===== src/rtl/store_rmw_ctrl.sv =====
// store_rmw_ctrl: sw/sh/sb store sequencer with read-modify-write for sh/sb.
// Ports: clk, reset_n, start/store_ctrl/addr_in/b_in request inputs,
//   mem_rdata read data in; mem_addr/mem_wdata/mem_wr memory pins out;
//   busy, done, err_type status. Optional macro STORE_ALIGN_CHECK_EN
//   adds err_align and rejects misaligned sw/sh.
module store_rmw_ctrl #(
  parameter int MEM_LAT = 1,
  parameter int CNT_W   = 3
) (
  input  logic        clk,
  input  logic        reset_n,
  input  logic        start,
  input  logic [1:0]  store_ctrl,
  input  logic [31:0] addr_in,
  input  logic [31:0] b_in,
  input  logic [31:0] mem_rdata,
  output logic [31:0] mem_addr,
  output logic [31:0] mem_wdata,
  output logic        mem_wr,
  output logic        busy,
  output logic        done,
`ifdef STORE_ALIGN_CHECK_EN
  output logic        err_align,
`endif
  output logic        err_type
);

  typedef enum logic [2:0] {
    IDLE,
    RD_WAIT,
    WRITE,
    DONE,
    ERR
  } state_t;

  localparam logic [1:0] SW = 2'b00;
  localparam logic [1:0] SH = 2'b01;
  localparam logic [1:0] SB = 2'b10;

  state_t            state_q, state_d;
  logic [CNT_W-1:0]  cnt_q, cnt_d;
  logic [31:0]       addr_q, addr_d;
  logic [31:0]       wdata_q, wdata_d;
  logic [15:0]       b_q, b_d;
  logic [1:0]        ctrl_q, ctrl_d;
  logic              mis;

`ifdef STORE_ALIGN_CHECK_EN
  logic              align_q, align_d;

  assign mis = ((store_ctrl == SW) && (addr_in[1:0] != 2'b00))
            || ((store_ctrl == SH) && addr_in[0]);
`else
  assign mis = 1'b0;
`endif

  always_comb begin
    state_d = state_q;
    cnt_d   = cnt_q;
    addr_d  = addr_q;
    wdata_d = wdata_q;
    b_d     = b_q;
    ctrl_d  = ctrl_q;
`ifdef STORE_ALIGN_CHECK_EN
    align_d = align_q;
`endif
    unique case (state_q)
      IDLE: begin
        if (start) begin
`ifdef STORE_ALIGN_CHECK_EN
          align_d = mis;
`endif
          if (mis || (store_ctrl == 2'b11)) begin
            state_d = ERR;
          end else if (store_ctrl == SW) begin
            addr_d  = addr_in;
            wdata_d = b_in;
            state_d = WRITE;
          end else begin
            addr_d  = addr_in;
            b_d     = b_in[15:0];
            ctrl_d  = store_ctrl;
            cnt_d   = CNT_W'(MEM_LAT);
            state_d = RD_WAIT;
          end
        end
      end
      RD_WAIT: begin
        cnt_d = cnt_q - CNT_W'(1);
        // Last wait cycle: read data is valid now, merge it.
        if (cnt_q == CNT_W'(1)) begin
          if (ctrl_q == SB)
            wdata_d = {mem_rdata[31:8], b_q[7:0]};
          else
            wdata_d = {mem_rdata[31:16], b_q};
          state_d = WRITE;
        end
      end
      WRITE:   state_d = DONE;
      DONE:    state_d = IDLE;
      ERR:     state_d = IDLE;
      default: state_d = IDLE;
    endcase
  end

  always_ff @(posedge clk or negedge reset_n) begin
    if (!reset_n) begin
      state_q <= IDLE;
      cnt_q   <= '0;
      addr_q  <= '0;
      wdata_q <= '0;
      b_q     <= '0;
      ctrl_q  <= SW;
`ifdef STORE_ALIGN_CHECK_EN
      align_q <= 1'b0;
`endif
    end else begin
      state_q <= state_d;
      cnt_q   <= cnt_d;
      addr_q  <= addr_d;
      wdata_q <= wdata_d;
      b_q     <= b_d;
      ctrl_q  <= ctrl_d;
`ifdef STORE_ALIGN_CHECK_EN
      align_q <= align_d;
`endif
    end
  end

  // Decoded from state so reset clears them asynchronously.
  assign mem_addr  = addr_q;
  assign mem_wdata = wdata_q;
  assign mem_wr    = (state_q == WRITE);
  assign busy      = (state_q != IDLE);
  assign done      = (state_q == DONE);
`ifdef STORE_ALIGN_CHECK_EN
  assign err_align = (state_q == ERR) && align_q;
  assign err_type  = (state_q == ERR) && !align_q;
`else
  assign err_type  = (state_q == ERR);
`endif

endmodule


===== config.mk =====
export PLATFORM = sky130hd
export DESIGN_NAME = store_rmw_ctrl
export DESIGN_NICKNAME = d
export VERILOG_FILES = /design/src/rtl/store_rmw_ctrl.sv
export SDC_FILE = /design/constraint.sdc
export NUM_CORES = 1
export LEC_CHECK = 0
export BUFFER_PORTS_ARGS = -buffer_cell sky130_fd_sc_hd__buf_2
export CORE_MARGIN = 3
export CORE_UTILIZATION = 52
export DETAILED_ROUTE_END_ITERATION = 8
export PLACE_DENSITY = 0.86
export SKIP_CTS_REPAIR_TIMING = 1
export SLEW_MARGIN = 10
export SYNTH_ARGS = -nofsm -noshare
export SYNTH_HDL_FRONTEND = slang
export SYNTH_SLANG_ARGS = --single-unit

===== constraint.sdc =====
create_clock -name clk -period 3.45 [get_ports clk]
set_input_delay 0.1725 -clock clk [delete_from_list [all_inputs] [get_ports clk]]
set_output_delay 0.1725 -clock clk [all_outputs]
set_load 0.02 [all_outputs]

==> results.sh, run 1 <==
export IMPL_pre_cts_ws_ns=1.182
export IMPL_die_x_um=94.56
export IMPL_track_usage_pct=20.41
export IMPL_layout_commonest_cell="buf_2"
export IMPL_cts_tree="built"
export IMPL_worst_r2r_setup_slack_ns=1.17
export IMPL_die_area_um2=8941
export IMPL_avgSynthCellArea_um2=12.51
export IMPL_worst_slack_ns=1.168
export IMPL_cpPeakStageDelay_ns=0.53
export IMPL_root_buffer="clkbuf_8"
export IMPL_holdCritPathClass="input pin to async pin"
export IMPL_dr_wl_met2_um=4208
export IMPL_portBuffers=160
export IMPL_fin_util_pct=68.67
export IMPL_num_io_pins=169
export IMPL_yosysWarnings=0
export IMPL_place_congestion=0.7296
export IMPL_ir_worst_vdd_uv=552.2
export IMPL_drive_gt1_share_pct=55.03
export IMPL_tightest_slew_ns=1.099
export IMPL_crit_start="state_q[2]"
export IMPL_num_rows=31
export IMPL_drt_iter0_drc=97
export IMPL_status="completed"
export IMPL_slew_headroom_pct=26.73
export IMPL_vias_per_cell=5.060
export IMPL_grt_pass1_vias=3068
export IMPL_ys_flop_type="dfrtp_1"
export IMPL_avgRoutedWirePerCell_um=15.01
export IMPL_required_ns=3.68
export IMPL_p_leak_nw=2.636
export IMPL_place_hpwl_um=6201
export IMPL_synthArstFlopShare_pct=100.0
export IMPL_syn_to_final_growth_pct=25.41
export IMPL_start_kind="flop"
export IMPL_final_cell_mix="buf_2 (159), dfrtp_1 (88), nand2_1 (84), mux2_2 (52), mux2_4 (30)"
export IMPL_critPathSlowestCell="buf_4"
export IMPL_syn_inst=326
export IMPL_end_kind="flop"
export IMPL_numCtsBuffers=9
export IMPL_synth_area_um2=4078
export IMPL_cts_path_max_buffers=2
export IMPL_finalSetupViolations=0
export IMPL_dr_pass1_iters=4
export IMPL_timing_rr_start="state_q[2]"
export IMPL_maxCapViolCount=0
export IMPL_worstSetupPathType="flop to flop"
export IMPL_diodes=0
export IMPL_grt_start_max_net_pins=89
export IMPL_insertion_delay_ns=0.35
export IMPL_dp_cells=570
export IMPL_highest_layer="met4"
export IMPL_crit_path_cell_trace="nor3_4, a21oi_2, a211oi_4, buf_4, mux2_2"
export IMPL_slew_violations=0
export IMPL_yosysUniqueCellTypes=31
export IMPL_core_area_um2=7447
export IMPL_rr_worst_depth=5
export IMPL_htreeDepth=3
export IMPL_met3_length_um=803
export IMPL_die_h_um=94.56
export IMPL_totalWireLength_um=8796
export IMPL_ys_seq_area_share_pct=54.00
export IMPL_synth_net_count=431
export IMPL_antenna_found_initial=0
export IMPL_ant_nets=0
export IMPL_drc=0
export IMPL_final_nets=587
export IMPL_min_period_over_period_pct=66.16
export IMPL_ys_ff_latch=88
export IMPL_holdWs_ns=0.003727
export IMPL_crit_path_max_fanout=32
export IMPL_power_density_nw_per_um2=1013
export IMPL_overflow=0
export IMPL_worst_ep_arrival_time_ns=2.52
export IMPL_timing_rr_end="mem_wdata[20]"
export IMPL_instances_no_fill=586
export IMPL_synth_edf_count=0
export IMPL_rsz0062_at_grt="false"
export IMPL_met1_length_um=3726
export IMPL_max_freq_ghz=0.4381
export IMPL_skew_ns=0.01598
export IMPL_fin_tns_setup_ns=0
export IMPL_grt_pass1_wl_um=14320
export IMPL_num_fill_cells=565
export IMPL_start_util_pct=54.75
export IMPL_clock_sinks=88
export IMPL_min_period_ns=2.282
export IMPL_vias=2965
export IMPL_finalHoldViolCount=0
export IMPL_clk_pin_slew_ns=0.10
==> sequential cells by signal, indices dropped and copies added, names as in the netlist <==
signal	count
mem_addr	32
state_q	3
cnt_q	3
mem_wdata	32
b_q	16
ctrl_q	2
==> through the flow <==
stage	power (mW)	instance area, um2
finish	5.181	5114
global route	5.543	5114
CTS	5.239	5114
detailed placement	4.521	4918
global placement	4.403	4918
floorplan	3.804	4078
==> cells by family (layout without fill, tap and decap cells) <==
group,Yosys count,count (layout),share of synthesized area (%)
flops,88,88,54.00
simple gates,99,99,10.37
mux,90,90,27.37
compound gates,20,20,3.559
fa+ha+maj,4,4,1.227
buf+inv,25,186,3.467
==> layout make-up <==
type / count / area, um2 / area share [%]
flip-flops and latches: 88 / 2202 / 43.06
multi-input cells: 213 / 1737 / 33.96
repair buffers: 164 / 833.3 / 16.30
clock buffers: 9 / 123.9 / 2.422
well taps: 99 / 123.9 / 2.422
clock inverters: 7 / 71.32 / 1.395
inverters: 6 / 22.52 / 0.4404
==> power by group <==
part	leakage [nW]	internal [mW]	switching, mW	total (mW)
Clock	0.0916	0.334	0.365	0.699
Combinational	1.49	1.24	1.38	2.62
Sequential	1.05	1.56	0.300	1.86
==> layer usage <==
layer | track usage [%] | vias to the layer above
met1 | 25.78 | 1429
met2 | 33.98 | 117
li1 | - | 1412
met3 | 5.896 | 7
met4 | 6.490 | 0
met5 | 0 | -
==> synthesized netlist by cell type (all sizes together), types with 2 or more instances <==
| library cell | n | share of area [%] |
|---|---|---|
| nor2 | 5 | 0.46 |
| and3 | 2 | 0.31 |
| dfrtp | 88 | 54 |
| buf | 14 | 2.5 |
| ha | 4 | 1.2 |
| a21oi | 3 | 0.74 |
| nand2 | 84 | 7.7 |
| mux2 | 82 | 25 |
| inv | 6 | 0.55 |
| a211oi | 2 | 0.68 |
| o21ai | 11 | 1.4 |
| nor3b | 2 | 0.64 |
| a21o | 2 | 0.37 |
| clkbuf | 5 | 0.46 |
| mux2i | 8 | 2.0 |
==> worst max-delay path by stage <==
stage / slack, ns / endpoint / depth (start not counted)
2_1_floorplan: 1.57 / mem_wdata[0] / 6
3_3_place_gp: 1.23 / mem_wdata[20] / 5
3_5_place_dp: 1.18 / mem_wdata[20] / 5
4_1_cts: 1.17 / mem_wdata[20] / 5
5_1_grt: 1.05 / mem_wdata[20] / 5
6_report: 1.17 / mem_wdata[20] / 5
==> critical path: cells and delay by family (launching register included) <==
family                 cells  cell delay (ns)
buffers and inverters      1             0.53
DFF                        1             0.50
and+or+nand+nor            1             0.40
muxes                      1             0.40
AOI/OAI and AO/OA          2             0.32
Power figures use the tool's default switching activity.
==> run 2: changes to the inputs <==
- CORE_UTILIZATION: 52 -> 48
- PLACE_DENSITY: 0.86 -> 0.8
- clock period: 3.45 -> 2.2 ns (I/O delays scaled with it)
==> results.sh, run 2 (synthesis results as in run 1) <==
export IMPL_status="completed"
export IMPL_slew_violations=0
export IMPL_stdcell_area_um2=5542
export IMPL_grt_start_max_net_pins=46
export IMPL_num_io_pins=169
export IMPL_drc=0
export IMPL_worstSetupPathType="flop to flop"
export IMPL_track_usage_pct=18.86
export IMPL_die_x_um=98.17
export IMPL_root_buffer="clkbuf_8"
export IMPL_insertion_delay_ns=0.34
export IMPL_die_area_um2=9637
export IMPL_pre_cts_ws_ns=0.1700
export IMPL_required_ns=2.43
export IMPL_core_area_um2=7968
export IMPL_tightest_slew_ns=0.5763
export IMPL_totalWireLength_um=9727
export IMPL_max_freq_ghz=0.4942
export IMPL_cts_path_max_buffers=2
export IMPL_rsz0062_at_grt="false"
export IMPL_worst_r2r_setup_slack_ns=0.18
export IMPL_finalPower_mw=8.187
export IMPL_layout_commonest_cell="buf_2"
export IMPL_avgRoutedWirePerCell_um=15.44
export IMPL_start_util_pct=51.18
export IMPL_final_nets=629
export IMPL_antenna_found_initial=0
export IMPL_holdCritPathClass="input pin to flop"
export IMPL_end_kind="flop"
export IMPL_clock_sinks=88
export IMPL_syn_to_final_growth_pct=35.90
export IMPL_ant_nets=0
export IMPL_finalHoldViolCount=0
export IMPL_min_period_over_period_pct=91.98
export IMPL_multiInputGateArea_um2=1737
export IMPL_drt_iter0_drc=59
export IMPL_place_congestion=0.8354
export IMPL_fin_tns_setup_ns=0
export IMPL_num_fill_cells=579
export IMPL_p_leak_nw=2.818
export IMPL_die_h_um=98.17
export IMPL_cts_tree="built"
export IMPL_place_hpwl_um=6544
export IMPL_start_kind="flop"
export IMPL_grt_pass1_wl_um=14810
export IMPL_dr_pass1_iters=4
export IMPL_skew_ns=0.01065
export IMPL_instances_no_fill=630
export IMPL_diodes=0
export IMPL_drive_gt1_share_pct=51.33
export IMPL_worst_slack_ns=0.1764
export IMPL_min_period_ns=2.024
export IMPL_postPlaceCellArea_um2=4990
export IMPL_ff_latch_area_um2=2202
export IMPL_finalSetupViolations=0
export IMPL_final_cell_mix="buf_2 (159), dfrtp_1 (88), nand2_1 (84), mux2_2 (52), dlygate4sd3_1 (38)"
export IMPL_num_rows=32
export IMPL_fin_util_pct=69.55
export IMPL_ir_worst_vdd_uv=879.3
export IMPL_overflow=0
export IMPL_vias=3121
export IMPL_dp_cells=577
export IMPL_power_density_nw_per_um2=1477
export IMPL_numCtsBuffers=9
export IMPL_portBuffers=160
export IMPL_crit_path_max_fanout=32
export IMPL_holdWs_ns=0.01534
export IMPL_vias_per_cell=4.954
export IMPL_htreeDepth=3
export IMPL_worst_ep_arrival_time_ns=2.25
export IMPL_clk_pin_slew_ns=0.09
export IMPL_slew_headroom_pct=61.58
export IMPL_maxCapViolCount=0
export IMPL_grt_pass1_vias=3130
## run 2: cell count changes in the layout (fill, tap and decap cells not counted)
| cell | change |
|---|---|
| dlygate4sd3_1 | +38 |
| clkbuf_8 | +1 |
| buf_4 | +1 |
| clkinvlp_4 | -1 |
| buf_12 | +3 |
| clkinv_4 | +1 |
| bufinv_16 | -1 |
| inv_6 | -1 |
## run 2: worst paths after layout
path | depth (start not counted) | from | endpoint
worst max-delay path | 5 | state_q[2] | mem_wdata[21]
worst min-delay path | 2 | b_in[11] | b_q[11]
worst max register to register | 5 | state_q[2] | mem_wdata[21]
worst min register to register | 1 | mem_addr[13] | mem_addr[13]
max in group asynchronous | 3 | reset_n | state_q[2]
min in group asynchronous | 2 | reset_n | mem_wdata[5]
## run 2: final cells by class
cell class                 count  share of cell area (%)
sequential                    88                   39.74
clock inverter                 5                  0.6096
clock buffer                  10                   2.484
multi-input combinational    213                   31.34
timing repair buffer         206                   23.12
tap                          102                   2.303
inverter                       6                  0.4064
## run 2: routing by layer
layer | GRT usage [%] | wire (um) | vias up
met5 | 0 | 0 | -
met1 | 23.67 | 4143 | 1494
met2 | 30.99 | 4707 | 125
li1 | - | - | 1492
met4 | 5.672 | 88 | 0
met3 | 6.500 | 789 | 10
## run 2: critical path, stage by stage (launching register included)
cell	delay (ns)
dfrtp_1	0.49
nor3_4	0.38
a21oi_2	0.12
a211oi_4	0.25
buf_12	0.27
mux2_2	0.36
## run 2: where the power goes
| group | internal [mW] | switching [mW] | total [mW] | leakage, nW |
|---|---|---|---|---|
| sequential | 2.45 | 0.499 | 2.95 | 1.05 |
| combinational | 2.05 | 2.20 | 4.25 | 1.68 |
| clock | 0.433 | 0.554 | 0.987 | 0.0841 |
| total | 4.93 | 3.25 | 8.19 | 2.82 |
